$ cat src/rtl/clownfish_vec_pkg.sv
// Shared vector-issue types and opcode classification.
// Pure declarations and functions, no timing or flow control.
// Not applicable: no handshake lives here.
package clownfish_vec_pkg;

    localparam logic [5:0] OP_VSETVL = 6'h3F;
    localparam logic [5:0] OP_VLOAD  = 6'h20;
    localparam logic [5:0] OP_VSTORE = 6'h21;
    localparam logic [5:0] OP_VX_LO  = 6'h08;
    localparam logic [5:0] OP_VX_HI  = 6'h0B;

    typedef struct packed {
        logic [4:0]  vs1;
        logic [4:0]  vs2;
        logic [4:0]  vd;
        logic [31:0] scalar;
        logic [5:0]  op;
        logic [5:0]  rob_id;
        logic [6:0]  phys_dest;
    } vop_t;

    typedef struct packed {
        logic       vld;
        logic [5:0] rob_id;
        logic [4:0] vd;
        logic       writes_vd;
    } infl_t;

    function automatic logic is_vx(input logic [5:0] op);
        return (op >= OP_VX_LO) && (op <= OP_VX_HI);
    endfunction

    function automatic logic reads_vs1(input logic [5:0] op);
        return !((op == OP_VSETVL) || (op == OP_VLOAD) || (op == OP_VSTORE));
    endfunction

    function automatic logic reads_vs2(input logic [5:0] op);
        return !((op == OP_VSETVL) || (op == OP_VLOAD) || is_vx(op));
    endfunction

    function automatic logic writes_vd(input logic [5:0] op);
        return !((op == OP_VSETVL) || (op == OP_VSTORE));
    endfunction

endpackage

$ cat src/rtl/vec_scoreboard.sv
// Busy-vreg vector plus in-flight (rob_id, vd) table for the vector issue path.
// Insert/complete take effect at the next edge; busy/full/empty are registered views.
// No backpressure of its own: the caller must not insert while full.
module vec_scoreboard
    import clownfish_vec_pkg::*;
#(
    parameter int MAX_INFLIGHT = 4
) (
    input  logic        clk,
    input  logic        rst_n,
    input  logic        flush_i,
    input  logic        ins_vld,
    input  logic [5:0]  ins_rob_id,
    input  logic [4:0]  ins_vd,
    input  logic        ins_writes_vd,
    input  logic        cmpl_vld,
    input  logic [5:0]  cmpl_rob_id,
    output logic [31:0] busy,
    output logic        full,
    output logic        empty
);
    localparam int IDX_W = (MAX_INFLIGHT > 1) ? $clog2(MAX_INFLIGHT) : 1;

    infl_t             tbl [MAX_INFLIGHT];
    logic [IDX_W-1:0]  alloc_idx;
    logic              alloc_found;
    logic [IDX_W-1:0]  match_idx;
    logic              match_found;
    logic [31:0]       set_vec;
    logic [31:0]       clr_vec;

    always_comb begin
        alloc_idx   = '0;
        alloc_found = 1'b0;
        match_idx   = '0;
        match_found = 1'b0;
        full        = 1'b1;
        empty       = 1'b1;
        for (int i = 0; i < MAX_INFLIGHT; i++) begin
            if (tbl[i].vld) begin
                empty = 1'b0;
            end else begin
                full = 1'b0;
            end
            if (!tbl[i].vld && !alloc_found) begin
                alloc_idx   = IDX_W'(i);
                alloc_found = 1'b1;
            end
            if (cmpl_vld && tbl[i].vld && (tbl[i].rob_id == cmpl_rob_id) && !match_found) begin
                match_idx   = IDX_W'(i);
                match_found = 1'b1;
            end
        end
    end

    // Set is OR-ed in after the clear so a same-cycle set of the same vreg wins.
    always_comb begin
        set_vec = '0;
        clr_vec = '0;
        if (ins_vld && ins_writes_vd) begin
            set_vec = 32'b1 << ins_vd;
        end
        if (match_found && tbl[match_idx].writes_vd) begin
            clr_vec = 32'b1 << tbl[match_idx].vd;
        end
    end

    always_ff @(posedge clk or negedge rst_n) begin
        if (!rst_n) begin
            busy <= '0;
            for (int i = 0; i < MAX_INFLIGHT; i++) begin
                tbl[i] <= '0;
            end
        end else if (flush_i) begin
            busy <= '0;
            for (int i = 0; i < MAX_INFLIGHT; i++) begin
                tbl[i] <= '0;
            end
        end else begin
            busy <= (busy & ~clr_vec) | set_vec;
            if (match_found) begin
                tbl[match_idx].vld <= 1'b0;
            end
            if (ins_vld && alloc_found) begin
                tbl[alloc_idx] <= '{vld: 1'b1, rob_id: ins_rob_id, vd: ins_vd, writes_vd: ins_writes_vd};
            end
        end
    end

endmodule

$ cat src/rtl/vector_issue_scheduler.sv
// In-order vector issue: dispatch FIFO + hazard-checked head issue into vector_unit.
// Zero added issue latency: head issues combinationally in the cycle it is hazard-free.
// disp_ready_o drops when the FIFO is full; head holds while vu_ready_i=0 or hazarded.
module vector_issue_scheduler
    import clownfish_vec_pkg::*;
#(
    parameter int DEPTH        = 4,
    parameter int MAX_INFLIGHT = 4
) (
    input  logic        clk,
    input  logic        rst_n,
    input  logic        disp_valid_i,
    output logic        disp_ready_o,
    input  logic [4:0]  disp_vs1_i,
    input  logic [4:0]  disp_vs2_i,
    input  logic [4:0]  disp_vd_i,
    input  logic [31:0] disp_scalar_i,
    input  logic [5:0]  disp_op_i,
    input  logic [5:0]  disp_rob_id_i,
    input  logic [6:0]  disp_phys_dest_i,
    output logic        iss_valid_o,
    output logic [4:0]  iss_vs1_o,
    output logic [4:0]  iss_vs2_o,
    output logic [4:0]  iss_vd_o,
    output logic [31:0] iss_scalar_o,
    output logic [5:0]  iss_op_o,
    output logic [5:0]  iss_rob_id_o,
    output logic [6:0]  iss_phys_dest_o,
    input  logic        vu_ready_i,
    input  logic        cmpl_valid_i,
    input  logic [5:0]  cmpl_rob_id_i,
    input  logic        flush_i,
    output logic        hazard_stall_o
);
    localparam int PTR_W = $clog2(DEPTH);
    localparam int CNT_W = PTR_W + 1;

    vop_t              fifo_mem [DEPTH];
    logic [PTR_W-1:0]  wr_ptr;
    logic [PTR_W-1:0]  rd_ptr;
    logic [CNT_W-1:0]  count;
    vop_t              head;
    logic              head_vld;
    logic              push;
    logic              is_vsetvl;
    logic              hazard;
    logic [31:0]       busy;
    logic              sb_full;
    logic              sb_empty;

    assign head         = fifo_mem[rd_ptr];
    assign head_vld     = (count != '0);
    assign disp_ready_o = (count < CNT_W'(DEPTH));
    assign push         = disp_valid_i && disp_ready_o && !flush_i;
    assign is_vsetvl    = (head.op == OP_VSETVL);

    always_comb begin
        hazard = 1'b0;
        if (reads_vs1(head.op) && busy[head.vs1]) hazard = 1'b1;
        if (reads_vs2(head.op) && busy[head.vs2]) hazard = 1'b1;
        if (writes_vd(head.op) && busy[head.vd])  hazard = 1'b1;
        // VSETVL changes vl/vtype under every older op, so it waits for a drained table.
        if (is_vsetvl && !sb_empty)               hazard = 1'b1;
    end

    assign iss_valid_o    = head_vld && vu_ready_i && !flush_i && !hazard && !sb_full;
    assign hazard_stall_o = head_vld && vu_ready_i && !iss_valid_o && !flush_i;

    assign iss_vs1_o       = head.vs1;
    assign iss_vs2_o       = head.vs2;
    assign iss_vd_o        = head.vd;
    assign iss_scalar_o    = head.scalar;
    assign iss_op_o        = head.op;
    assign iss_rob_id_o    = head.rob_id;
    assign iss_phys_dest_o = head.phys_dest;

    always_ff @(posedge clk or negedge rst_n) begin
        if (!rst_n) begin
            wr_ptr <= '0;
            rd_ptr <= '0;
            count  <= '0;
            for (int i = 0; i < DEPTH; i++) begin
                fifo_mem[i] <= '0;
            end
        end else if (flush_i) begin
            wr_ptr <= '0;
            rd_ptr <= '0;
            count  <= '0;
        end else begin
            if (push) begin
                fifo_mem[wr_ptr] <= '{vs1: disp_vs1_i, vs2: disp_vs2_i, vd: disp_vd_i,
                                      scalar: disp_scalar_i, op: disp_op_i,
                                      rob_id: disp_rob_id_i, phys_dest: disp_phys_dest_i};
                wr_ptr <= wr_ptr + PTR_W'(1);
            end
            if (iss_valid_o) begin
                rd_ptr <= rd_ptr + PTR_W'(1);
            end
            count <= count + CNT_W'(push) - CNT_W'(iss_valid_o);
        end
    end

    vec_scoreboard #(
        .MAX_INFLIGHT (MAX_INFLIGHT)
    ) u_scoreboard (
        .clk           (clk),
        .rst_n         (rst_n),
        .flush_i       (flush_i),
        .ins_vld       (iss_valid_o && !is_vsetvl),
        .ins_rob_id    (head.rob_id),
        .ins_vd        (head.vd),
        .ins_writes_vd (writes_vd(head.op)),
        .cmpl_vld      (cmpl_valid_i),
        .cmpl_rob_id   (cmpl_rob_id_i),
        .busy          (busy),
        .full          (sb_full),
        .empty         (sb_empty)
    );

endmodule

$ cat config.mk
export PLATFORM = sky130hd
export DESIGN_NAME = vector_issue_scheduler
export DESIGN_NICKNAME = d
export VERILOG_FILES = /design/src/rtl/clownfish_vec_pkg.sv /design/src/rtl/vec_scoreboard.sv /design/src/rtl/vector_issue_scheduler.sv
export SDC_FILE = /design/constraint.sdc
export NUM_CORES = 1
export LEC_CHECK = 0
export BUFFER_PORTS_ARGS = -buffer_cell sky130_fd_sc_hd__buf_4
export CAP_MARGIN = 10
export CELL_PAD_IN_SITES_DETAIL_PLACEMENT = 1
export CELL_PAD_IN_SITES_GLOBAL_PLACEMENT = 1
export CORE_ASPECT_RATIO = 1.1
export CORE_MARGIN = 2
export CORE_UTILIZATION = 40
export CTS_BUF_LIST = sky130_fd_sc_hd__clkbuf_4
export CTS_CLUSTER_DIAMETER = 50
export CTS_CLUSTER_SIZE = 28
export DETAILED_ROUTE_END_ITERATION = 6
export GPL_ROUTABILITY_DRIVEN = 0
export GPL_TIMING_DRIVEN = 0
export PLACE_DENSITY_LB_ADDON = 0.1
export SYNTH_ARGS = -nofsm -noshare
export SYNTH_HDL_FRONTEND = slang
export SYNTH_SLANG_ARGS = --single-unit
$ cat constraint.sdc
create_clock -name clk -period 3.82 [get_ports clk]
set_input_delay 0.382 -clock clk [delete_from_list [all_inputs] [get_ports clk]]
set_output_delay 0.382 -clock clk [all_outputs]
set_load 0.05 [all_outputs]
==> run metrics, run 1 <==
Post-synth ARST share=100%; Final nets=1,623; worst-path maximum fanout=10; initial core utilization=40.6%; initial antenna violation count=3; CTS tree=done; number of synthesized register bits=between 300 and 400; final-report hold violation count=0; failing checks=setup timing; fin worst setup slack=-381 ps; final wirelength=48.7 mm; Post-Syn Instances=1,251; Seq. cell area=0.00888 mm2; detailed-route via count=11,575; Site Rows=79; P&R area growth vs syn=22.0%; register area share after synthesis=51.7%; drt first pass iters=4; vias in the first global route=12,765; Main synth FF type=dfrtp_1; CP startpoint kind=register; status=complete, but fails checks; Min-Delay Path Class=input pin to register; EDFF count, synth=0; fin crit share=110%; Core ar.=0.0423 mm2; Hold Crit Depth=3; Synth Cell Area=roughly 0.017 mm2; CTS buffer count=43; clk sink count=around 360; Root Driver=clkbuf_4; Max VDD drop=approximately 0.45 mV; CTS Buffer Depth=3; DRT antenna net count=0; layout cells sized above 1=41.8%; CTS H-tree lvls=2; Die Y=221 um; Synth Warn #=0; LEAKAGE=just over 9 nW; Worst Path Required=3440 ps; crit path DAT=3820 ps; full die area=roughly 0.045 mm2; pre-CTS WS=-704 ps; PortBufs=145; largest net degree at the start of global routing=116; Post-DP HPWL=34.2 mm; worst skew pair latency=830 ps; reg2reg path depth=21; drc violations=0; I/O pins=147; RSZ-0062 raised after global routing=yes; drt wl/cell=22.8 um; Max Fclk=238 MHz; initial drt markers=452; DR vias/cell=between 5 and 6; Final Setup Violations=4; CP endpoint kind=primary output; pwr dens=751 mW/mm2; Slew Viols, Final=0; Slew HR=27.8%; Overflow after GRT=0; Worst-path clk slew=150 ps; global-route wire length before repair=just under 80 mm; hold_ws=about 280 ps; syn nets=~1,300; fill count=4,406; Syn Area/Cell=around 14 um2; min Tclk post-route=around 4200 ps; All-Layer GR Usage=between 20% and 30%; die width=202 um; worst slew pin tran=1080 ps; synth unique cells=between 70 and 80; Worst Skew=88.7 ps; max cap viols=0; Setup CP Type=register to primary output; footprint of the multi-input gates=roughly 0.0080 mm2
[per-layer routing]
| metal | global-route usage (%) | routed length, um |
|---|---|---|
| met5 | 0 | 11 |
| met4 | 6.59 | 1110 |
| met1 | 28.0 | 20200 |
| met3 | 3.67 | 1970 |
| met2 | 39.6 | 25500 |
[layout by cell type (no fill, tap or decap), types with 6 or more instances in the layout]
cell type	count
a21oi_1	9
xnor2_1	9
inv_1	17
o211ai_1	32
mux2i_1	68
o22ai_1	10
nor2b_1	18
dfrtp_1	355
nand3_1	29
buf_4	180
mux2_2	264
dlygate4sd3_1	69
nand3b_1	9
nand2_1	38
mux4_2	70
nand2b_1	13
clkinv_1	6
buf_12	6
clkbuf_4	48
buf_1	9
o21ai_1	43
clkbuf_1	39
xor2_1	19
and2_1	11
nor2_1	38
inv_6	8
nor3_1	7
buf_6	7
[cell usage after synthesis, drive strengths merged, types with 5 or more instances]
cell type	instances	area, um2
o21ai	47	235
nor3	7	35.0
xnor2	9	78.8
mux4	70	1580
nand2	39	146
nand2b	13	81.3
o22ai	10	62.6
o211ai	32	240
xor2	19	166
buf	40	234
inv	19	71.3
nor2	41	156
dfrtp	355	8880
clkbuf	41	154
nor2b	18	113
and3	6	37.5
nand4	5	31.3
nand3b	11	90.1
mux2i	69	694
or2	5	31.3
and2	11	68.8
a211oi	6	45.0
a21oi	11	58.8
ha	6	75.1
nand3	33	193
mux2	270	3050
[critical path: stages, from the launching register on]
cell and delay [ps]:
dfrtp_1 380, buf_6 130, buf_12 150, buf_12 110, mux4_2 510, buf_4 210
and2_1 160, a22oi_1 220, o2111ai_2 190, nand4_1 190, o311ai_2 180, and3_4 240
nor2_4 150, buf_6 180
[final cells by class]
| type | count | share of cell area, % |
|---|---|---|
| diodes | 2 | 0.0239 |
| flip-flops and latches | 355 | 42.4 |
| repair buffers | 244 | 10.2 |
| inverters | 19 | 0.340 |
| plain buffers | 79 | 2.24 |
| clock inverters | 31 | 1.59 |
| well taps | 567 | 3.39 |
| multi-input cells | 796 | 38.1 |
| clock buffers | 47 | 1.68 |
[report_power, final]
part / switching, mW / total, mW / internal (mW)
sequential: 0.721 / 5.81 / 5.09
combinational: 4.14 / 7.43 / 3.29
clock: 1.54 / 2.50 / 0.959
total: 6.40 / 15.7 / 9.34
[flip-flops by register name, indices dropped and copies added, names as in the netlist]
| name | count |
|---|---|
| fifo_mem | 264 |
| rd_ptr | 2 |
| count | 3 |
| u_scoreboard.tbl | 52 |
| u_scoreboard.busy | 32 |
| wr_ptr | 2 |
[through the flow]
stage	power, mW	setup TNS (ps)	std cells	cell area, um2	util [%]
floorplan	10.8	-91.6	1251	17200	-
global placement	12.7	-437330	1963	19000	45.0
detailed placement	12.9	-9710	1966	19100	45.2
CTS	15.8	-1720	2130	20800	49.2
global route	16.6	-2020	2140	21000	49.5
finish	15.7	-1270	2140	21000	49.5
[final timing paths]
| path | from | endpoint | slack [ps] |
|---|---|---|---|
| worst max-delay path | rd_ptr[0]$_DFFE_PN0P_ | hazard_stall_o | -380 |
| min in group asynchronous | rst_n | u_scoreboard.busy[1]$_DFF_PN0_ | 600 |
| worst min register to register | u_scoreboard.tbl[31]$_DFFE_PN0P_ | u_scoreboard.tbl[31]$_DFFE_PN0P_ | 510 |
| worst min-delay path | flush_i | u_scoreboard.tbl[11]$_DFFE_PN0P_ | 280 |
| worst max register to register | rd_ptr[0]$_DFFE_PN0P_ | count[2]$_DFF_PN0_ | -370 |
| max in group asynchronous | rst_n | u_scoreboard.busy[13]$_DFF_PN0_ | 1580 |
[logic make-up after synthesis]
logic type | count (synthesis) | share of synthesized area, %
simple gates | 206 | 6.62
flops | 355 | 51.7
buf+inv | 100 | 2.67
fa+ha+maj | 7 | 0.554
mux | 409 | 31.0
compound gates | 146 | 5.98
xor+xnor | 28 | 1.43
[timing repair]
action                                  CTS  global route
hold buffers                             69             0
pin swaps                                12             7
endpoints found under the setup margin   92             8
resized for setup                        58            13
hold endpoints to repair                515             0
buffers inserted                         18             9
No activity file was read; power rests on OpenSTA's default activity.
==> run 2, diff against run 1 <==
- ABC_AREA: default -> 1
- SETUP_SLACK_MARGIN: default -> 0.2
==> run metrics, run 2 <==
status=finished clean; P&R area growth vs syn=27.2%; Seq. cell area=0.00888 mm2 (about the same); Slew Viols, Final=0 (unchanged); Root Driver=clkbuf_4; Worst Skew=99.4 ps (+10.8 ps); CTS Buffer Depth=3 (unchanged); FF-to-FF setup slack=290 ps (+660 ps); Site Rows=81 (+2.5%); Post-DP HPWL=48.3 mm (+41%); Post-synth ARST share=100% (unchanged); FF-to-FF End=count[2]$_DFF_PN0_; drt first pass iters=5 (+1); Crit path largest cell delay=420 ps (-90 ps); detailed-route via count=18,230 (+57%); crit path cell chain=buf_12, buf_12, buf_8, nand2_1, nand3_4, nand2_4, inv_4, nor3_4, nand3_2, nand2_2, inv_2, nand3_4, nand2_4, nor2_4, buf_8, buf_12, nor2_2, buf_6; Worst Path Required=3440 ps (about the same); worst path bufs/invs=8 (+3); most common cell after layout, fill and taps aside=nand2_1; Setup CP Type=register to primary output; global-route wire length before repair=108 mm (+40%); I/O pins=147 (unchanged); CTS buffer count=42 (-2.3%); initial core utilization=40.4% (-0.20 points); most common cell in the synthesized netlist=nand2_1; worst r2r src=rd_ptr[0]$_DFFE_PN0P_; CP endpoint kind=primary output; layout cells sized above 1=17.9% (-24 points); slowest library cell on the worst path=dfrtp_1; max reg flops=264 (unchanged); Slew HR=40.8% (+13 points); fin crit share=95.6% (-14 points); CP most frequent cell=buf_12; PortBufs=144 (-0.69%); worst slew pin tran=889 ps (-190 ps); hold_ws=93.0 ps (-191 ps); initial drt markers=1,193 (+160%); Compound-Gate Fraction of Synth Area=13.1% (+7.1 points); Core ar.=0.0444 mm2 (+4.9%); final core occ=51.4% (+1.9 points); syn nets=2,444 (+83%); Main synth FF type=dfrtp_1; worst-path maximum fanout=10 (unchanged); Final Setup Violations=0 (-4); Max VDD drop=0.473 mV (+5.5%); Largest Register=fifo_mem; Yosys top cell area share=49.6% (-2.2 points); number of synthesized register bits=355 (unchanged); Largest regs=fifo_mem: 264 flops, u_scoreboard.tbl: 52 flops, u_scoreboard.busy: 32 flops; overall power=16.6 mW (+5.7%); CTS tree=done; Worst-path clk slew=160 ps (about the same); EDFF count, synth=0 (unchanged); DR vias/cell=5.54 (+2.4%); crit path DAT=3270 ps (-550 ps); final setup TNS=0 ps (+1270 ps); vias in the first global route=19,008 (+49%); full die area=0.0465 mm2 (+4.3%); largest net degree at the start of global routing=112 (-3.4%); final-report hold violation count=0 (unchanged); All-Layer GR Usage=30.3% (+8.0 points); Overflow after GRT=0 (unchanged); Synth Warn #=0 (unchanged); final wirelength=70.8 mm (+45%); reg2reg path depth=25 (+19%); LEAKAGE=11.1 nW (+21%); CTS H-tree lvls=2 (unchanged); die width=206 um (+2.1%); RSZ-0062 raised after global routing=yes; Largest delay share family, worst path=simple AND/OR/NAND/NOR gates; drt wl/cell=21.5 um (-5.5%); top cells by count, synth=657 x nand2_1, 355 x dfrtp_1, 349 x o21ai_0; largest family of logic cells by synthesized area=simple AND/OR/NAND/NOR gates; register area share after synthesis=49.6% (-2.2 points); footprint of the multi-input gates=0.00829 mm2 (+3.7%); drc violations=0 (unchanged); Die Y=226 um (+2.1%); min Tclk post-route=3650 ps (-551 ps); Synth area leader=dfrtp_1; Synth Area in Simple Gates=28.5% (+22 points); synth unique cells=42 (-43%); Post-Syn Instances=2,359 (+89%); post-synthesis adder-cell area fraction=0.530% (-0.023 points); CP startpoint kind=register; Syn Area/Cell=7.60 um2 (-45%); DRT antenna net count=0 (unchanged); ranking of synthesized cells by area=dfrtp_1 50%, nand2_1 14%, o21ai_0 9.7%; worst skew pair latency=850 ps (+20 ps); XOR/XNOR share of the synthesized area=0.537% (-0.89 points); initial antenna violation count=3 (unchanged); fill count=5,450 (+24%); mux cell area share after synthesis=0% (-31 points); Critical Path Stages=18 (+5); Synth Cell Area=0.0179 mm2 (+4.4%); Min-Delay Path Class=input pin to asynchronous set/reset pin; Final nets=2,764 (+70%); most frequent cells in the layout=626 x nand2_1, 354 x dfrtp_1, 348 x o21ai_0, 244 x nand3_1, 193 x buf_4; crit path from=rd_ptr[0]$_DFFE_PN0P_; clk sink count=355 (unchanged); pwr dens=729 mW/mm2 (-2.9%); Max Fclk=274 MHz (+15%); max cap viols=0 (unchanged)
[run 2: cell types whose count changed after synthesis, sizes merged, moves of 31 or more]
cell,previous run,this run
nand2,39,663
o21ai,47,362
mux2,270,0
nand3,33,288
inv,19,185
nor2,41,179
mux4,70,0
mux2i,69,0
clkbuf,41,101
nand4,5,53
o211ai,32,1
[run 2: per-stage QoR]
stage	instance area [um2]	setup WS (ps)	std cells
after floorplan	18000	214	2359
after global placement	19800	-1170	3084
after detailed placement	19900	-569	3087
after CTS	22100	184	3261
after global routing	22800	28.9	3291
final	22800	170	3291
[run 2: timing repair]
item	4_1_cts	5_1_grt
buffers inserted	30	23
gates resized for setup	155	104
hold endpoints to repair	355	0
pin swaps	36	37
gates cloned	3	5
setup endpoints to repair	53	24
hold buffers	68	0
[run 2: logic make-up after synthesis]
| family | after synthesis |
|---|---|
| buffers and inverters | 341 |
| AO/OA/AOI/OAI | 443 |
| adder cells (fa/ha/maj) | 7 |
| flip-flops | 355 |
| XOR/XNOR | 11 |
| AND/OR/NAND/NOR | 1202 |
[run 2: routing by layer]
layer  track usage (%)  vias up  wire length [um]
met5                 0        -                11
met4              11.6        2              2760
met3              4.05      147              3240
met2              51.7      501             34800
met1              39.1     9168             29900
li1                  -     8412                 -
[run 2: worst max-delay path by stage]
| stage | endpoint | slack (ps) |
|---|---|---|
| after floorplan | count[2]$_DFF_PN0_ | 210 |
| after global placement | fifo_mem[177]$_DFFE_PN0P_ | -1170 |
| after detailed placement | count[2]$_DFF_PN0_ | -570 |
| after CTS | hazard_stall_o | 180 |
| after global routing | hazard_stall_o | 30 |
| final | hazard_stall_o | 170 |
[run 2: power by group]
part	total, mW	switching [mW]	internal, mW
registers	5.73	0.724	5.01
logic	8.34	5.50	2.84
clock network	2.56	1.66	0.902
[run 2: cell type report]
class | instances | share of cell area, %
Antenna cell | 2 | 0.0219
Sequential cell | 355 | 39.0
Tap cell | 581 | 3.19
Timing Repair Buffer | 274 | 10.9
Clock inverter | 29 | 1.61
Timing Repair inverter | 1 | 0.0274
Multi-Input combinational cell | 1664 | 36.3
Buffer | 155 | 4.21
Clock buffer | 44 | 1.45
Inverter | 186 | 3.26
